<file path="src/rtl/prio_encoder_rr_pkg.sv">
// Shared types and helpers for the round-robin / fixed-priority request encoder.
package prio_encoder_rr_pkg;

   // Arbitration policy, sampled together with each accepted request vector.
   typedef enum logic {
      ENC_FIXED = 1'b0,   // highest set index wins
      ENC_RR    = 1'b1    // first set index after the last winner wins
   } enc_mode_e;

   // Index width for n inputs, never narrower than one bit.
   function automatic int clog2_min1(input int n);
      return (n <= 2) ? 1 : $clog2(n);
   endfunction

endpackage

</file>
<file path="src/rtl/prio_encoder_rr_if.sv">
// Request / result handshake bundle between request sources, the encoder and its consumer.
interface prio_encoder_rr_if import prio_encoder_rr_pkg::*; #(
   parameter int N = 8,
   parameter int W = clog2_min1(N)
);
   logic [N-1:0] req;
   logic         in_valid;
   logic         in_ready;
   logic         mode;
   logic [W-1:0] idx;
   logic         none;
   logic         out_valid;
   logic         out_ready;

   // Environment side: offers requests and consumes results.
   modport master (
      output req, in_valid, mode, out_ready,
      input  in_ready, idx, none, out_valid
   );

   // Encoder side.
   modport slave (
      input  req, in_valid, mode, out_ready,
      output in_ready, idx, none, out_valid
   );
endinterface

</file>
<file path="src/rtl/prio_encoder_rr_prio_search.sv">
// Combinational circular find-first-set: scans req upward from start, wrapping at N-1.
module prio_search import prio_encoder_rr_pkg::*; #(
   parameter  int N = 8,
   localparam int W = clog2_min1(N)
) (
   input  logic [N-1:0] req,
   input  logic [W-1:0] start,
   output logic         found,
   output logic [W-1:0] idx
);

   logic [W:0]   sum_s;
   logic [W-1:0] pos_s;

   // Visit positions start, start+1, ... modulo N; the first set bit is the winner.
   always_comb begin
      found = 1'b0;
      idx   = {W{1'b0}};
      sum_s = {(W+1){1'b0}};
      pos_s = {W{1'b0}};
      for (int i = 0; i < N; i++) begin
         sum_s = {1'b0, start} + (W+1)'(i);
         // Wrap without a divider; start < N keeps sum below 2N.
         pos_s = W'((sum_s >= (W+1)'(N)) ? (sum_s - (W+1)'(N)) : sum_s);
         idx   = (req[pos_s] && !found) ? pos_s : idx;
         found = found | req[pos_s];
      end
   end

endmodule

</file>
<file path="src/rtl/prio_encoder_rr.sv">
// N-input request encoder with fixed or round-robin priority and a single-entry
// registered result behind valid/ready handshakes.
module prio_encoder_rr import prio_encoder_rr_pkg::*; #(
   parameter  int N = 8,
   localparam int W = clog2_min1(N)
) (
   input  logic             clk,
   input  logic             rst_n,
   prio_encoder_rr_if.slave bus
);

   logic [W-1:0] idx_r;
   logic         none_r;
   logic         out_valid_r;
   logic [W-1:0] rr_ptr_r;

   enc_mode_e    mode_s;
   logic [N-1:0] rev_req_s;
   logic [N-1:0] search_req_s;
   logic [W-1:0] rr_start_s;
   logic [W-1:0] start_s;
   logic         found_s;
   logic [W-1:0] hit_s;
   logic [W-1:0] win_idx_s;
   logic         in_ready_s;
   logic         accept_s;

   assign mode_s = enc_mode_e'(bus.mode);

   // Bit-reversed copy: an upward scan from 0 over it visits the highest real index first.
   for (genvar g = 0; g < N; g++) begin : g_rev
      assign rev_req_s[g] = bus.req[N-1-g];
   end

   // Round-robin search begins just past the previous winner, wrapping N-1 -> 0.
   always_comb begin
      if (rr_ptr_r == W'(N-1)) begin
         rr_start_s = {W{1'b0}};
      end else begin
         rr_start_s = rr_ptr_r + W'(1);
      end
   end

   // Steer the shared search: fixed mode scans the reversed vector from 0 and maps back.
   always_comb begin
      search_req_s = rev_req_s;
      start_s      = {W{1'b0}};
      win_idx_s    = W'(N-1) - hit_s;
      case (mode_s)
         ENC_FIXED: begin
            search_req_s = rev_req_s;
            start_s      = {W{1'b0}};
            win_idx_s    = W'(N-1) - hit_s;
         end
         ENC_RR: begin
            search_req_s = bus.req;
            start_s      = rr_start_s;
            win_idx_s    = hit_s;
         end
         default: begin
            search_req_s = rev_req_s;
            start_s      = {W{1'b0}};
            win_idx_s    = W'(N-1) - hit_s;
         end
      endcase
   end

   prio_search #(.N(N)) u_search (
      .req   (search_req_s),
      .start (start_s),
      .found (found_s),
      .idx   (hit_s)
   );

   // Single-entry output stage: free when empty or being drained this cycle.
   assign in_ready_s = ~out_valid_r | bus.out_ready;
   assign accept_s   = bus.in_valid & in_ready_s;

   // Result register: load on accept, clear valid on a bare transfer, otherwise hold.
   always_ff @(posedge clk or negedge rst_n) begin
      if (!rst_n) begin
         idx_r       <= {W{1'b0}};
         none_r      <= 1'b0;
         out_valid_r <= 1'b0;
      end else if (accept_s) begin
         idx_r       <= found_s ? win_idx_s : {W{1'b0}};
         none_r      <= ~found_s;
         out_valid_r <= 1'b1;
      end else if (bus.out_ready) begin
         out_valid_r <= 1'b0;
      end
   end

   // Round-robin pointer remembers the last RR winner; zero or fixed-mode accepts leave it.
   always_ff @(posedge clk or negedge rst_n) begin
      if (!rst_n) begin
         rr_ptr_r <= W'(N-1);
      end else if (accept_s && (mode_s == ENC_RR) && found_s) begin
         rr_ptr_r <= win_idx_s;
      end
   end

   assign bus.in_ready  = in_ready_s;
   assign bus.idx       = idx_r;
   assign bus.none      = none_r;
   assign bus.out_valid = out_valid_r;

endmodule

</file>
<file path="src/flat_wrapper.sv">
// flat-port wrapper written by rule: the top's interface ports become plain ports
module prio_encoder_rr_flat import prio_encoder_rr_pkg::*;
#(
   parameter  int N = 8,
   localparam int W = clog2_min1(N)
)
  (clk, rst_n, bus_req, bus_in_valid, bus_mode, bus_out_ready, bus_in_ready, bus_idx, bus_none, bus_out_valid);
  prio_encoder_rr_if #(.N(N)) bus_i ();
  input  logic clk;
  input  logic rst_n;
  input wire logic [$bits(bus_i.req)-1:0] bus_req;
  input wire logic [$bits(bus_i.in_valid)-1:0] bus_in_valid;
  input wire logic [$bits(bus_i.mode)-1:0] bus_mode;
  input wire logic [$bits(bus_i.out_ready)-1:0] bus_out_ready;
  output wire logic [$bits(bus_i.in_ready)-1:0] bus_in_ready;
  output wire logic [$bits(bus_i.idx)-1:0] bus_idx;
  output wire logic [$bits(bus_i.none)-1:0] bus_none;
  output wire logic [$bits(bus_i.out_valid)-1:0] bus_out_valid;
  assign bus_i.req = bus_req;
  assign bus_i.in_valid = bus_in_valid;
  assign bus_i.mode = bus_mode;
  assign bus_i.out_ready = bus_out_ready;
  assign bus_in_ready = bus_i.in_ready;
  assign bus_idx = bus_i.idx;
  assign bus_none = bus_i.none;
  assign bus_out_valid = bus_i.out_valid;
  prio_encoder_rr #(.N(N)) u_core (.clk(clk), .rst_n(rst_n), .bus(bus_i));
endmodule
</file>
<file path="config.mk">
export PLATFORM = sky130hd
export DESIGN_NAME = prio_encoder_rr_flat
export DESIGN_NICKNAME = d
export VERILOG_FILES = /design/src/rtl/prio_encoder_rr_pkg.sv /design/src/rtl/prio_encoder_rr_if.sv /design/src/rtl/prio_encoder_rr_prio_search.sv /design/src/rtl/prio_encoder_rr.sv /design/src/flat_wrapper.sv
export SDC_FILE = /design/constraint.sdc
export NUM_CORES = 1
export LEC_CHECK = 0
export CORE_ASPECT_RATIO = 0.6
export CORE_MARGIN = 2
export CORE_UTILIZATION = 30
export CTS_CLUSTER_SIZE = 10
export DETAILED_ROUTE_END_ITERATION = 8
export PLACE_DENSITY = 0.5
export SYNTH_ARGS = -nofsm -noshare
export SYNTH_HDL_FRONTEND = slang
export SYNTH_SLANG_ARGS = --single-unit
export TNS_END_PERCENT = 20
</file>
<file path="constraint.sdc">
create_clock -name clk -period 8.9 [get_ports clk]
set_clock_uncertainty 0.05 [all_clocks]
set_input_delay 1.78 -clock clk [delete_from_list [all_inputs] [get_ports clk]]
set_output_delay 1.78 -clock clk [all_outputs]
set_load 0.01 [all_outputs]
</file>
* Word-level counts from Yosys, hierarchy flattened
Index checks and enable logic that the tools add are counted.
** Word-level totals
- Register bits :: 8
- Output and inout port bits :: 6
- Logic and storage cells :: 106
- Input bits :: 13
** Operators by class
- Mux-type cells :: 39
- Add/subtract/negate cells :: 17
- Bitwise gates (word level) :: 12
- Reduce and logical (&&, ||, !) cells :: 17
- Equality and inequality tests :: 1
- Order comparisons :: 16
** Operators by type and width (count)
- $mux 3 :: 18
- $lt 3x4->1 const B :: 8
- $ge 4x4->1 const B :: 7
- $bmux 1 s3 :: 8
- $sub 3x1->3 const B :: 8
- $add 3x3->4 const B :: 4
- $pmux 8 s2 :: 1
- $pmux 3 s2 :: 2
- $mux 1 :: 10
- $logic_and 1x1->1 :: 9
- $add 3x2->4 const B :: 2
- $or 1x1->1 :: 8
- $logic_not 1->1 :: 7
- $add 3x1->4 const B :: 1
- $ge 3x4->1 const B :: 1
- $add 3x1->3 const B :: 1
- $eq 3x3->1 const B :: 1
- $not 1->1 :: 3
- $sub 3x3->3 const A :: 1
- $reduce_bool 2->1 :: 1
- $and 1x1->1 :: 1

* Longest topological paths before layout
- Depth after elaboration :: 20
- Depth in mapped cells :: 13
- Mapped depth without buffers :: 11

* Hierarchy
A second synthesis with hierarchy kept.
** Second synthesis, totals
- Cells, all modules :: 146
- Area, all modules :: 1512.7 um^2
** By module, submodules not included
- prio_search :: instances 1, sequential area each 0.0 um^2, cells an instance 105, area an instance 980.9 um^2
- prio_encoder_rr :: instances 1, sequential area each 203.9 um^2, cells an instance 41, area an instance 531.8 um^2

* Worst setup path after synthesis
Ideal clock, no wire load.
- Path type :: in2reg
- Start point :: input bus_mode
- End point :: register u_core.idx_r[1], in the netlist u_core.bus.idx[1]
- Cell stages on the path :: 9
- Data required time :: 8728 ps
- Library setup time :: 122 ps
- Data arrival time :: 3851 ps
- Path slack :: 4877 ps
- Buffers on the path :: 1
- Path through :: clkbuf_1 o211ai_1 a21oi_1 o21ai_0 nor4_4 and2_4 a222oi_1 or3_1 a32o_1
** Between the ends
- Longest elaborated chain between the ends :: 19
- Elaborated cells on any way between the ends :: 82
- Those cells by class :: add/sub (16); order compare (8); mux (36); bitwise (8); reduce/logical (14)
** Ends and longest elaborated chain
- start, declared :: RTL line flat_wrapper.sv:13 : input wire logic [$bits(bus_i.mode)-1:0] bus_mode;
- $not 1->1 :: RTL line prio_encoder_rr.sv:49 : case (mode_s)
- $pmux 3 s2 :: RTL line prio_encoder_rr.sv:49
- $add 3x1->4 :: RTL line prio_encoder_rr_prio_search.sv:22 : sum_s = {1'b0, start} + (W+1)'(i);
- $ge 4x4->1 or $sub 3x1->3 (tied branches) :: RTL line prio_encoder_rr_prio_search.sv:24 : pos_s = W'((sum_s >= (W+1)'(N)) ? (sum_s - (W+1)'(N)) : sum_s);
- $mux 3 :: RTL line prio_encoder_rr_prio_search.sv:24
- $bmux 1 s3 :: RTL line prio_encoder_rr_prio_search.sv:25, prio_encoder_rr_prio_search.sv:26
- $mux 1 (implied by the code) :: RTL line prio_encoder_rr_prio_search.sv:25, prio_encoder_rr_prio_search.sv:26
- $or 1x1->1 :: RTL line prio_encoder_rr_prio_search.sv:26 : found = found | req[pos_s];
- $logic_not 1->1 or $or 1x1->1 (tied branches) :: RTL line prio_encoder_rr_prio_search.sv:25, prio_encoder_rr_prio_search.sv:26
- $logic_and 1x1->1, or another cell as far along :: RTL line prio_encoder_rr_prio_search.sv:25 : idx = (req[pos_s] && !found) ? pos_s : idx;
- $mux 3, or another cell as far along (4 in a row) :: RTL line prio_encoder_rr_prio_search.sv:25
- $mux 3 or $logic_and 1x1->1 (tied branches) :: RTL line prio_encoder_rr_prio_search.sv:25
- $mux 3 :: RTL line prio_encoder_rr_prio_search.sv:25
- $sub 3x3->3
- $pmux 3 s2 :: RTL line prio_encoder_rr.sv:49
- $mux 3 (*) :: RTL line prio_encoder_rr.sv:86 : idx_r <= found_s ? win_idx_s : {W{1'b0}};
- end signal, assigned :: RTL line prio_encoder_rr.sv:82 : idx_r <= {W{1'b0}};
- end signal, assigned :: RTL line prio_encoder_rr.sv:86
- end, declared :: RTL line prio_encoder_rr.sv:12 : logic [W-1:0] idx_r;
Mark *: on every way between the ends. The rest lies on a longest branch, timed or not. The select of a mux whose other input is x is not followed.
A chain may end at the register's enable or synchronous reset.

* Final worst setup path
Ends and elaborated chain as after synthesis.

==> results.yml <==
floorplan:
  die_area_um2: 5310
  fp.coreArea_um2: 4560
  row_count: 19
  initial_core_util_pct: 31.1
  die_w_um: 92.7
  pin_count: 19
  die_y_um: 57.2
sta:
  post-route-worst-setup-slack_ns: 3.94
  fin_crit_sh_pct: 55.7
  slew_viol_final: 0
  tightestPinTransition_ns: 0.655
  tns_ns: 0
  hold_viol_final: 0
  finalCriticalPeriod_ns: 4.96
  clock.fmax_mhz: 202
  setup_violations: 0
  slew_headroom_pct: 56.4
  rsz0062_at_grt: "no"
clock_network:
  clock-sinks: 8
  post_cts.repair.setup_buffers: 0
  cts_tree: "done"
  clock_latency_ns: 0.23
  path_clk_slew_ns: 0.04
  cts_resized: 0
  clockBufferDepth: 2
  root_buffer: "clkbuf_8"
  cts-buffers-inserted: 3
  cts_htree_levels: 1
  cts_hold_buf: 0
cells_and_area:
  fin_util_pct: 36.7
  antennaDiodeCount: 0
  nets: 208
  area_growth_pct: 18.1
  drive_gt1_share_pct: 11.5
setup_path:
  rr_startpoint: "u_core.rr_ptr_r[0]$_DFFE_PN1P_"
  rr_endpoint: "u_core.bus.idx[1]$_DFFE_PN0P_"
  worstPathMaxFanout: 34
  start_kind: "input pin"
  cp.required_ns: 8.97
  criticalPathCategory: "input pin to flip-flop"
  crit_arrival_ns: 5.03
  ff2ff_setup_slack_ns: 4.62
  setup.worst_path.end_class: "flip-flop"
  reg2regPathDepth: 11
synthesis:
  ys_types: 60
  yosysTopAreaCellShare_pct: 8.83
  syn_nets: 195
  synth_area_leaders: "dfrtp_1 (8.8%), mux2i_1 (7.1%), a21oi_1 (6.0%), dfstp_2 (5.6%), nand2b_1 (4.4%)"
  synth_area_um2: 1420
  synth_flop_cell: "dfrtp_1"
  synth_top_area_cell: "dfrtp_1"
  synthCells: 180
  ys_async_sr_fraction_pct: 100
  synth_edf_count: 0
  yosysSeqAreaShare_pct: 14.4
  ys_ff_latch: 8
  syn_avg_cell_area_um2: 7.88
  ys_warn_count: 0
placement:
  numPortBuffers: 18
  dpl.hpwl_mm: 3.25
  globalplace.congestion: 0.905
  pre_cts_ws_ns: 3.75
global_routing:
  grt_pass1_wl_mm: 6.73
  first_global_vias: 1282
  grt_max_degree: 35
  grtUsageMet3_pct: 2.77
  gr-total-overflow: 0
  met2_usage_pct: 21.1
  gr-usage-all-layers_pct: 16.2
  busiest_layer: "met1"
  grt_use_met1_pct: 27.5
  antenna_found_initial: 0
routing:
  drt_pass1_iterations: 5
  drtAntennaViolNets: 0
  drtIter0Drc: 170
  drc: 0
  wl_mm: 4.21
  routedWlPerCell_um: 16.5
  vias: 1534
  drt-vias-per-instance: 6.02
power:
  vdd_drop_max_mv: 0.130
  power_density_nw_per_um2: 412
  power_leakage_nw: 0.624
worst_hold_path:
  worstHoldStart: "u_core.bus.idx[2]$_DFFE_PN0P_"
  hold_path_end: "u_core.bus.idx[2]$_DFFE_PN0P_"
  whs_path_depth: 1
  hp-class: "flip-flop to flip-flop"
job:
  maxCapViolations: 0
status:
  outcome: "finished clean"
[worst max path at each step]
stage | slack, ns | cells past startpoint | start | end
after floorplan | 4.88 | 9 | bus_mode | u_core.bus.idx[1]$_DFFE_PN0P_
after global placement | 3.82 | 11 | bus_mode | u_core.bus.idx[1]$_DFFE_PN0P_
after detailed placement | 3.75 | 11 | bus_mode | u_core.bus.idx[1]$_DFFE_PN0P_
after CTS | 3.99 | 11 | bus_mode | u_core.bus.idx[1]$_DFFE_PN0P_
after global routing | 3.63 | 11 | bus_mode | u_core.bus.idx[1]$_DFFE_PN0P_
final | 3.94 | 11 | bus_mode | u_core.bus.idx[1]$_DFFE_PN0P_
[Yosys cell counts (2+ instances only)]
master,instances
o22ai_1,4
nor2_1,11
ha_1,2
buf_2,5
dfstp_2,3
nand2b_1,10
a21o_1,4
a2111o_1,2
or3_1,2
nand2_1,14
a21oi_1,17
mux2i_1,10
or2_1,2
o21ai_0,11
nand3_1,5
a21boi_0,2
inv_1,4
clkbuf_1,5
dfrtp_1,5
o211ai_1,7
nor2b_1,6
a31oi_1,3
a211oi_1,2
o21a_1,2
mux2_2,2
and2_1,4
and3_1,2
o22a_1,2
[cells by family (layout without fill, tap and decap cells)]
logic type | count (synthesis) | in the layout | synth area share [%]
AO/OA/AOI/OAI | 74 | 74 | 38.3
XOR/XNOR | 2 | 2 | 2.56
adder cells (fa/ha/maj) | 2 | 2 | 1.76
buffers and inverters | 15 | 27 | 4.94
flip-flops | 8 | 8 | 14.4
multiplexers | 15 | 15 | 12.6
AND/OR/NAND/NOR | 64 | 64 | 25.4
[state kept, by name, summed over array words and instances (netlist names)]
register,cells
u_core.rr_ptr_r,3
u_core.bus.idx,3
u_core.bus.none,1
u_core.bus.out_valid,1
[cell type report]
cell class	count	area, µm²
timing repair buffer	19	188
inverter	4	15.0
clock buffer	4	45.0
tap	63	78.8
sequential	8	204
multi-input combinational	157	1140
fill	472	2890
[report_power, final]
part	internal [mW]	total, mW	switching (mW)
clock	0.0310	0.0455	0.0144
combinational	0.239	0.562	0.323
sequential	0.0561	0.0810	0.0249
total	0.326	0.689	0.363
[per-stage QoR]
stage,area [µm²],power (mW),hold slack [ns],cells
CTS,1670,0.678,0.429,255
global route,1670,0.743,0.444,255
finish,1670,0.689,0.428,255
detailed placement,1630,0.629,0.419,251
floorplan,1420,0.522,0.468,180
global placement,1630,0.637,0.418,251
[critical path, stage by stage]
cell,delay [ns]
clkdlybuf4s50_1,0.46
buf_4,0.32
nor2b_1,0.37
nand2_1,0.24
o221ai_1,0.37
nor2_1,0.09
a21oi_1,0.36
o21bai_1,0.15
a222oi_1,0.45
o21ai_0,0.16
a32o_1,0.28
[placed cells by master, fill, tap and decap left out, types with 2 or more instances in the layout]
cell,n
ha_1,2
clkbuf_8,3
o22a_1,2
nand2b_1,10
dfstp_2,3
nand3_1,5
mux2i_1,10
or2_1,2
and2_1,4
nor2_1,11
a31oi_1,3
mux2_2,2
a211oi_1,2
nor2b_1,6
and3_1,2
o22ai_1,4
clkdlybuf4s50_1,18
a21o_1,4
o21a_1,2
dfrtp_1,5
or3_1,2
o21ai_0,11
a21boi_0,2
a21oi_1,17
inv_1,4
nand2_1,14
a2111o_1,2
o211ai_1,7
[per-layer routing]
metal / wire (µm) / share of wire, % / vias up
met5: 0 / 0 / -
met4: 13 / 0.31 / 0
met3: 338 / 8.0 / 2
met2: 1640 / 39 / 83
met1: 2220 / 53 / 731
li1: - / - / 718
Note: power is estimated with default switching activity, not from simulation.
==> patch (config.mk and constraints unchanged) <==
Reset style: synchronous (`rst_n`), changed in 2 clocked blocks.
--- a/src/rtl/prio_encoder_rr.sv
+++ b/src/rtl/prio_encoder_rr.sv
@@ -79,3 +79,3 @@
    // Result register: load on accept, clear valid on a bare transfer, otherwise hold.
-   always_ff @(posedge clk or negedge rst_n) begin
+   always_ff @(posedge clk) begin
       if (!rst_n) begin
@@ -94,3 +94,3 @@
    // Round-robin pointer remembers the last RR winner; zero or fixed-mode accepts leave it.
-   always_ff @(posedge clk or negedge rst_n) begin
+   always_ff @(posedge clk) begin
       if (!rst_n) begin
Behaviour: differs if rst_n is asserted again (counterexample within 4 cycles, from zero or initial values and one cycle with rst_n low); with rst_n held inactive, the same outputs for 10 cycles.
==> patch against the original RTL <==
Cell area grew 12%. Wire length grew 26%. Synthesized area grew 16%. Worst setup slack lost 0.44 ns. Sequential cell count is the same. Critical endpoint is now u_core.bus.idx[2]$_SDFFE_PN0P_. Count of clock-buffer cells in the layout shrank 1. Largest cell class unchanged. Worst hold slack lost 0.026 ns.
Power is left out: it rests on default switching activity, and per cell area and clock period it moved more than threefold.
==> patch: results (changes against the original RTL) <==
First-pass GRT wire length - 8.300 mm (+23%)
Hold path depth - 2 (+1)
Slew at the pin closest to its max-slew limit - 0.8738 ns (+0.2193 ns)
CP peak stage delay - 0.95 ns (+0.49 ns)
Tot GR Track Use - 0.1764 (+0.01389)
FF-to-FF setup slack - 4.72 ns (+0.10 ns)
Critical R2R Capture - u_core.bus.idx[2]$_SDFFE_PN0P_
Filler instances - 553 (+17%)
HPWL after DPL - 4.087 mm (+26%)
Most numerous cell in the Yosys netlist - nand2_1
Distinct cells, synth - 65 (+8.3%)
Sequential area share after synthesis - 0.09756 (-0.04630)
Hold_ws - 0.4018 ns (-0.02648 ns)
Mapped Nets - 237 (+22%)
Final WL - 5.318 mm (+26%)
Post-synth top cells - 19 x nand2_1, 18 x nor2_1, 16 x a21oi_1, 13 x mux2i_1
Final GP Congestion - 0.9107 (+0.59%)
WL/cell - 17.91 microns (+8.5%)
Met2 Use GR - 0.2249 (+0.01427)
Fin crit period - 5.399 ns (+0.4407 ns)
Layout cell share with drive strength beyond 1 - 0.1255 (+0.01096)
Area of the multi-input gates - 1353 sq um (+18%)
Routing usage on met3 - 0.05221 (+0.02447)
Synth Instances - 222 (+23%)
Status - completed
Hold-critical path endpoint - u_core.bus.none$_SDFFE_PN0P_
Vias - 1739 (+13%)
Placed instance count - 294 (+17%)
Largest net degree at the start of global routing - 24 (-31%)
Vias in the first global route - 1454 (+13%)
Synth top area cells - dfxtp_1 9.8%, mux2i_1 7.9%, a21oi_1 4.9%, nand2_1 4.3%, nand2b_1 4.2%
Crit path max-delay family - buffers and inverters
==> patch: changes by cell type after synthesis, sizes merged, moves of 5 or more <==
| cell | unedited run | this run |
|---|---|---|
| nand2 | 14 | 20 |
| dfxtp | 0 | 8 |
| nor2 | 11 | 18 |
| inv | 4 | 11 |
| dfrtp | 5 | 0 |
==> patch: cell type report <==
cell class	count	share of cell area
Sequential cell	8	0.08516
Multi-Input combinational cell	188	0.7192
Inverter	11	0.02196
Tap cell	66	0.04391
Clock buffer	3	0.02196
Timing Repair Buffer	21	0.1078
==> patch: layer usage <==
layer / wire, microns / share of wire
met5: 0 / 0
met2: 1966 / 0.37
met1: 2813 / 0.53
met4: 0 / 0
met3: 538 / 0.10
==> patch: kinds of logic (layout without fill, tap and decap cells) <==
group	count (synthesis)	in the layout	synth area share
buf+inv	26	35	0.07850
flops	8	8	0.09756
simple gates	93	93	0.3300
fa+ha+maj	2	2	0.01524
xor+xnor	2	2	0.01067
compound gates	69	69	0.3163
mux	22	22	0.1517
